==> src/rtl/and_gate_arbiter.sv <==
// Round-robin front end that shares one registered AND datapath among NUM_REQ
// requesters, tags each operation through the datapath latency and quiesces on en_in.
module and_gate_arbiter #(
    parameter int INPUT_WIDTH = 8,
    parameter int NUM_REQ     = 4,
    parameter int LATENCY     = 1,
    parameter int ID_W        = $clog2(NUM_REQ)
) (
    input  logic                           clock_in,
    input  logic                           reset_n_in,
    input  logic                           en_in,
    input  logic [NUM_REQ-1:0]             req_valid_in,
    input  logic [NUM_REQ*INPUT_WIDTH-1:0] req_a_in,
    input  logic [NUM_REQ*INPUT_WIDTH-1:0] req_b_in,
    output logic [NUM_REQ-1:0]             req_ready_out,
    output logic [INPUT_WIDTH-1:0]         dp_a_out,
    output logic [INPUT_WIDTH-1:0]         dp_b_out,
    input  logic [INPUT_WIDTH:0]           dp_c_in,
    output logic                           rsp_valid_out,
    output logic [ID_W-1:0]                rsp_id_out,
    output logic [INPUT_WIDTH:0]           rsp_data_out,
    output logic                           idle_out
);

    typedef enum logic [1:0] {IDLE, RUN, DRAIN} state_t;

    state_t                       state;
    state_t                       state_next;
    logic [ID_W-1:0]              ptr;
    logic                         grant_en;
    logic                         grant;
    logic [ID_W-1:0]              grant_id;
    logic [ID_W:0]                scan_sum;
    logic [ID_W-1:0]              scan_idx;
    logic [LATENCY-1:0]           tag_valid;
    logic [LATENCY-1:0][ID_W-1:0] tag_id;
    logic                         pipe_empty;

    assign grant_en   = (state == RUN) && en_in;
    assign pipe_empty = ~|tag_valid && !rsp_valid_out;
    assign idle_out   = (state == IDLE);

    // NOTE: every variable driven here gets a default first; any path that leaves one
    // unassigned would infer a latch.
    always_comb begin
        state_next = state;
        case (state)
            IDLE:    if (en_in) state_next = RUN;
            RUN:     if (!en_in) state_next = DRAIN;
            DRAIN:   if (en_in) state_next = RUN;
                     else if (pipe_empty) state_next = IDLE;
            default: state_next = IDLE;
        endcase
    end

    // First valid requester at or above ptr, wrapping at NUM_REQ.
    always_comb begin
        grant    = 1'b0;
        grant_id = '0;
        scan_sum = '0;
        scan_idx = '0;
        if (grant_en) begin
            for (int k = 0; k < NUM_REQ; k++) begin
                scan_sum = {1'b0, ptr} + (ID_W+1)'(k);
                if (scan_sum >= (ID_W+1)'(NUM_REQ)) scan_sum = scan_sum - (ID_W+1)'(NUM_REQ);
                scan_idx = scan_sum[ID_W-1:0];
                if (!grant && req_valid_in[scan_idx]) begin
                    grant    = 1'b1;
                    grant_id = scan_idx;
                end
            end
        end
    end

    always_comb begin
        req_ready_out = '0;
        dp_a_out      = '0;
        dp_b_out      = '0;
        for (int i = 0; i < NUM_REQ; i++) begin
            if (grant && (grant_id == ID_W'(i))) begin
                req_ready_out[i] = 1'b1;
                dp_a_out         = req_a_in[i*INPUT_WIDTH +: INPUT_WIDTH];
                dp_b_out         = req_b_in[i*INPUT_WIDTH +: INPUT_WIDTH];
            end
        end
    end

    // NOTE: non-blocking assignments in clocked blocks, so every register samples
    // the values that were present before the edge.
    always_ff @(posedge clock_in or negedge reset_n_in) begin
        if (!reset_n_in) begin
            state <= IDLE;
            ptr   <= '0;
        end else begin
            state <= state_next;
            if (grant) ptr <= (grant_id == ID_W'(NUM_REQ-1)) ? '0 : grant_id + 1'b1;
        end
    end

    // NOTE: the tag pipe is reset even though it is storage: its valid bits decide
    // which datapath results respond, so stale tags would leak responses across reset.
    always_ff @(posedge clock_in or negedge reset_n_in) begin
        if (!reset_n_in) begin
            tag_valid <= '0;
            tag_id    <= '0;
        end else begin
            tag_valid[0] <= grant;
            tag_id[0]    <= grant_id;
            for (int i = 1; i < LATENCY; i++) begin
                tag_valid[i] <= tag_valid[i-1];
                tag_id[i]    <= tag_id[i-1];
            end
        end
    end

    always_ff @(posedge clock_in or negedge reset_n_in) begin
        if (!reset_n_in) begin
            rsp_valid_out <= 1'b0;
            rsp_id_out    <= '0;
            rsp_data_out  <= '0;
        end else begin
            rsp_valid_out <= tag_valid[LATENCY-1];
            if (tag_valid[LATENCY-1]) begin
                rsp_id_out   <= tag_id[LATENCY-1];
                rsp_data_out <= dp_c_in;
            end
        end
    end

endmodule

==> config.mk <==
export PLATFORM = sky130hd
export DESIGN_NAME = and_gate_arbiter
export DESIGN_NICKNAME = d
export VERILOG_FILES = /design/src/rtl/and_gate_arbiter.sv
export SDC_FILE = /design/constraint.sdc
export NUM_CORES = 1
export LEC_CHECK = 0
export CAP_MARGIN = 20
export CORE_MARGIN = 2
export CORE_UTILIZATION = 25
export CTS_CLUSTER_DIAMETER = 120
export CTS_CLUSTER_SIZE = 30
export DETAILED_ROUTE_END_ITERATION = 12
export GPL_ROUTABILITY_DRIVEN = 0
export REMOVE_ABC_BUFFERS = 1
export SYNTH_ARGS = -nofsm -noshare
export SYNTH_HDL_FRONTEND = slang
export SYNTH_SLANG_ARGS = --single-unit
export TNS_END_PERCENT = 10
==> constraint.sdc <==
create_clock -name clock_in -period 2.6 [get_ports clock_in]
set_input_delay 0.26 -clock clock_in [delete_from_list [all_inputs] [get_ports clock_in]]
set_output_delay 0.26 -clock clock_in [all_outputs]
set_load 0.02 [all_outputs]
==> impl_metrics.prom <==
# TYPE chip_impl_metric gauge
chip_impl_metric{name="timing.slew.headroom",unit=""} 0.425
chip_impl_metric{name="synthesis_warnings",unit=""} 0
chip_impl_metric{name="routedLengthMet1",unit="µm"} 2480
chip_impl_metric{name="pre_cts_ws",unit="ps"} -1000
chip_impl_metric{name="setup_viol_count_final",unit=""} 16
chip_impl_metric{name="nNetsFinal",unit=""} 399
chip_impl_info{name="violated_checks",value="setup timing"} 1
chip_impl_info{name="critPathTopFamily",value="simple AND/OR/NAND/NOR gates"} 1
chip_impl_metric{name="netlist_instances",unit=""} 181
chip_impl_metric{name="power_frac_comb",unit=""} 0.556
chip_impl_metric{name="totalWireLength",unit="µm"} 6290
chip_impl_metric{name="placedInstanceArea",unit="µm²"} 2920
chip_impl_metric{name="tritoncts.num_buffers",unit=""} 3
chip_impl_metric{name="drv_slew",unit=""} 0
chip_impl_metric{name="hold_violations",unit=""} 0
chip_impl_metric{name="die_h",unit="µm"} 82.4
chip_impl_metric{name="layout-area-overhead-vs-synth",unit="%"} 112
chip_impl_metric{name="cts.reportedPaths.clkPinSlew",unit="ps"} 70
chip_impl_metric{name="die_x",unit="µm"} 82.4
chip_impl_metric{name="dieArea",unit="µm²"} 6790
chip_impl_metric{name="fmax",unit="MHz"} 349
chip_impl_metric{name="max_cap_viol_count",unit=""} 0
chip_impl_metric{name="first_pass_grt_wire_length",unit="µm"} 9720
chip_impl_metric{name="setup_slack",unit="ps"} -265
chip_impl_metric{name="floorplan.rows",unit=""} 28
chip_impl_metric{name="core",unit="µm²"} 5920
chip_impl_metric{name="start_util",unit=""} 0.260
chip_impl_metric{name="synth_top_cell_area_share",unit=""} 0.309
chip_impl_metric{name="critPathBufInv",unit=""} 5
chip_impl_metric{name="detailed_place_hpwl",unit="µm"} 4190
chip_impl_metric{name="firstDrtPassIters",unit=""} 6
chip_impl_metric{name="peak_supply_drop",unit="mV"} 0.241
chip_impl_metric{name="first_global_vias",unit=""} 1956
chip_impl_metric{name="clkLatencyLatePin",unit="ps"} 250
chip_impl_metric{name="diode_insertion_count_for_antenna_repair",unit=""} 0
chip_impl_metric{name="grt.overflow.total",unit=""} 0
chip_impl_info{name="kind_of_end_point_of_the_critical_path",value="output pin"} 1
chip_impl_info{name="crit_path_top_delay_cell",value="sky130_fd_sc_hd__or4_4"} 1
chip_impl_info{name="holdCritPathClass",value="reg2reg"} 1
chip_impl_metric{name="dr_wl_met3",unit="µm"} 302
chip_impl_metric{name="power.leakage",unit="nW"} 1.38
chip_impl_metric{name="largest_fanout_on_the_critical_path",unit=""} 12
chip_impl_metric{name="dr_total_vias",unit=""} 1924
chip_impl_info{name="tritoncts",value="built"} 1
chip_impl_metric{name="switchingPower",unit="mW"} 0.426
chip_impl_metric{name="drt-initial-drc-count",unit=""} 63
chip_impl_metric{name="design_area",unit="µm²"} 3260
chip_impl_metric{name="multiInputGateArea",unit="µm²"} 1080
chip_impl_metric{name="fill_cells",unit=""} 536
chip_impl_metric{name="floorplan.io_pins",unit=""} 113
chip_impl_metric{name="wire_per_inst",unit="µm"} 16.2
chip_impl_metric{name="drc",unit=""} 0
chip_impl_metric{name="share_clk_of_total_power",unit=""} 0.157
chip_impl_metric{name="power_per_cell_area",unit="nW/µm²"} 400
chip_impl_metric{name="synth_edf_count",unit=""} 0
chip_impl_info{name="clock_tree.root_cell",value="sky130_fd_sc_hd__clkbuf_8"} 1
chip_impl_metric{name="postRouteAntennaNets",unit=""} 0
chip_impl_info{name="layout.cells.most_common",value="sky130_fd_sc_hd__clkdlybuf4s50_1"} 1
chip_impl_info{name="highest-signal-layer",value="met4"} 1
chip_impl_metric{name="globalRouteTotalUtil",unit=""} 0.188
chip_impl_info{name="run_status",value="finished, violations left"} 1
chip_impl_metric{name="switching_share",unit=""} 0.327
chip_impl_metric{name="yosys_register_bits",unit=""} 19
chip_impl_metric{name="power.internal",unit="mW"} 0.878
chip_impl_metric{name="fin_crit_sh",unit=""} 1.10
chip_impl_metric{name="timing_worst_slew_pin_value",unit="ps"} 860
chip_impl_metric{name="ff_latch_area",unit="µm²"} 475
chip_impl_info{name="criticalPathCategory",value="in2out"} 1
chip_impl_info{name="mostFrequentLayoutCells",value="sky130_fd_sc_hd__clkdlybuf4s50_1, sky130_fd_sc_hd__buf_4, sky130_fd_sc_hd__a21oi_1"} 1
chip_impl_info{name="rsz0062_at_grt",value="yes"} 1
chip_impl_metric{name="place.port_buffers",unit=""} 112
chip_impl_metric{name="cts_sinks",unit=""} 19
chip_impl_metric{name="max_stage_delay",unit="ps"} 590
chip_impl_metric{name="synthesis.area",unit="µm²"} 1540
chip_impl_metric{name="pwr-share-seq",unit=""} 0.287
chip_impl_metric{name="grt_start_max_net_pins",unit=""} 20
chip_impl_metric{name="layout-drive-gt1-share",unit=""} 0.312
chip_impl_info{name="cp_cell_sequence",value="dlygate4sd2_1 > or4_4 > nand2_8 > inv_4 > and3_4 > buf_4 > ha_4 > bufbuf_16 > a221o_1 > a21oi_2 > buf_6"} 1
chip_impl_metric{name="critical_path_required",unit="ps"} 2340
chip_impl_info{name="synth_top_area_cells",value="sky130_fd_sc_hd__dfrtp_1, sky130_fd_sc_hd__a21oi_1, sky130_fd_sc_hd__a221o_1"} 1
chip_impl_metric{name="synth_async_sr_flop_share",unit=""} 1.00
chip_impl_metric{name="fin_total_pwr",unit="mW"} 1.30
chip_impl_info{name="start_kind",value="input port"} 1
chip_impl_metric{name="timing.critical_path.arrival",unit="ps"} 2600
chip_impl_metric{name="ys_types",unit=""} 33
chip_impl_info{name="synth_top_flop_cell",value="sky130_fd_sc_hd__dfrtp_1"} 1
chip_impl_metric{name="htreeDepth",unit=""} 1
chip_impl_metric{name="clk_buf_depth",unit=""} 2
chip_impl_metric{name="met2_length",unit="µm"} 3450
chip_impl_info{name="synth.largest_area_cell",value="sky130_fd_sc_hd__dfrtp_1"} 1
chip_impl_metric{name="synth_sequential_area_ratio",unit=""} 0.309
chip_impl_metric{name="finalHoldWorstSlack",unit="ps"} 480
chip_impl_metric{name="skew",unit="ps"} 3.60
chip_impl_metric{name="grt_antenna_before_repair",unit=""} 0
chip_impl_metric{name="postSynthAreaPerCell",unit="µm²"} 8.50
chip_impl_metric{name="tmin_final",unit="ps"} 2860
chip_impl_metric{name="vias_per_cell",unit=""} 4.95
==> registers in the layout, indices dropped and copies added (netlist names) <==
name           cells
rsp_data_out       9
tag_valid          1
rsp_id_out         2
ptr                2
rsp_valid_out      1
state              2
tag_id             2
==> worst reg2reg max path: cells and delay by family (launching register included) <==
kind / cells / cell delay [ps]
fa+ha+maj: 1 / 300
simple gates: 1 / 310
compound gates: 1 / 120
mux: 1 / 250
buf+inv: 2 / 340
flops: 1 / 380
==> cells in the mapped netlist (all sizes together) (2+ instances only) <==
library cell	instances
and3	5
inv	19
ha	4
nand3b	16
clkbuf	13
a21oi	34
nor4bb	2
o311a	2
a221o	16
buf	4
nor2	2
mux2	12
nand2b	3
dfrtp	19
nand2	17
==> final timing paths <==
check | from | end | slack (ps) | cells past startpoint
setup reg to reg | ptr[1] | ptr[1] | 800 | 6
hold / removal | tag_id[1] | rsp_id_out[1] | 480 | 1
setup / recovery | req_valid_in[2] | dp_a_out[5] | -260 | 11
max in group asynchronous | reset_n_in | rsp_data_out[5] | 1580 | 1
min in group asynchronous | reset_n_in | rsp_data_out[6] | 490 | 1
hold reg to reg | tag_id[1] | rsp_id_out[1] | 480 | 1
==> per-stage QoR <==
step | utilization | setup TNS [ps] | std cells
3_5_place_dp | 0.494 | -17840 | 377
3_3_place_gp | 0.494 | -17350 | 377
4_1_cts | 0.538 | -2630 | 388
2_1_floorplan | - | -3250 | 164
5_1_grt | 0.551 | -4930 | 389
6_report | 0.551 | -3140 | 389
==> layer usage <==
layer	vias to the layer above	GRT usage
li1	929	-
met1	930	0.213
met2	59	0.364
met3	6	0.0304
met4	0	0.0400
met5	-	0
==> power groups by stage <==
stage / clock network [mW] / registers [mW] / logic, mW
CTS: 0.213 / 0.374 / 0.700
finish: 0.205 / 0.374 / 0.725
global route: 0.224 / 0.382 / 0.772
floorplan: 0 / 0.427 / 0.231
global placement: 0 / 0.379 / 0.617
detailed placement: 0 / 0.381 / 0.623
==> logic make-up after synthesis <==
| logic type | Yosys count | share of synthesized area |
|---|---|---|
| and+or+nand+nor | 50 | 0.204 |
| muxes | 13 | 0.0968 |
| DFF | 19 | 0.309 |
| buffers and inverters | 36 | 0.0960 |
| AOI/OAI and AO/OA | 59 | 0.261 |
| adders and majority gates | 4 | 0.0325 |
==> repair_timing <==
item	in CTS	in global routing
hold buffers	0	0
gates resized for setup	120	23
gates cloned	4	0
setup endpoints to repair	20	20
buffers inserted	3	1
endpoints found under the hold margin	0	0
pin swaps	7	8
==> area by class of cell <==
| class | count | share of cell area |
|---|---|---|
| Sequential cell | 19 | 0.146 |
| Multi-Input combinational cell | 126 | 0.331 |
| Timing Repair Buffer | 146 | 0.458 |
| Clock buffer | 4 | 0.0138 |
| Inverter | 19 | 0.0226 |
| Tap cell | 75 | 0.0288 |
Note: power is estimated with default switching activity, not from simulation.
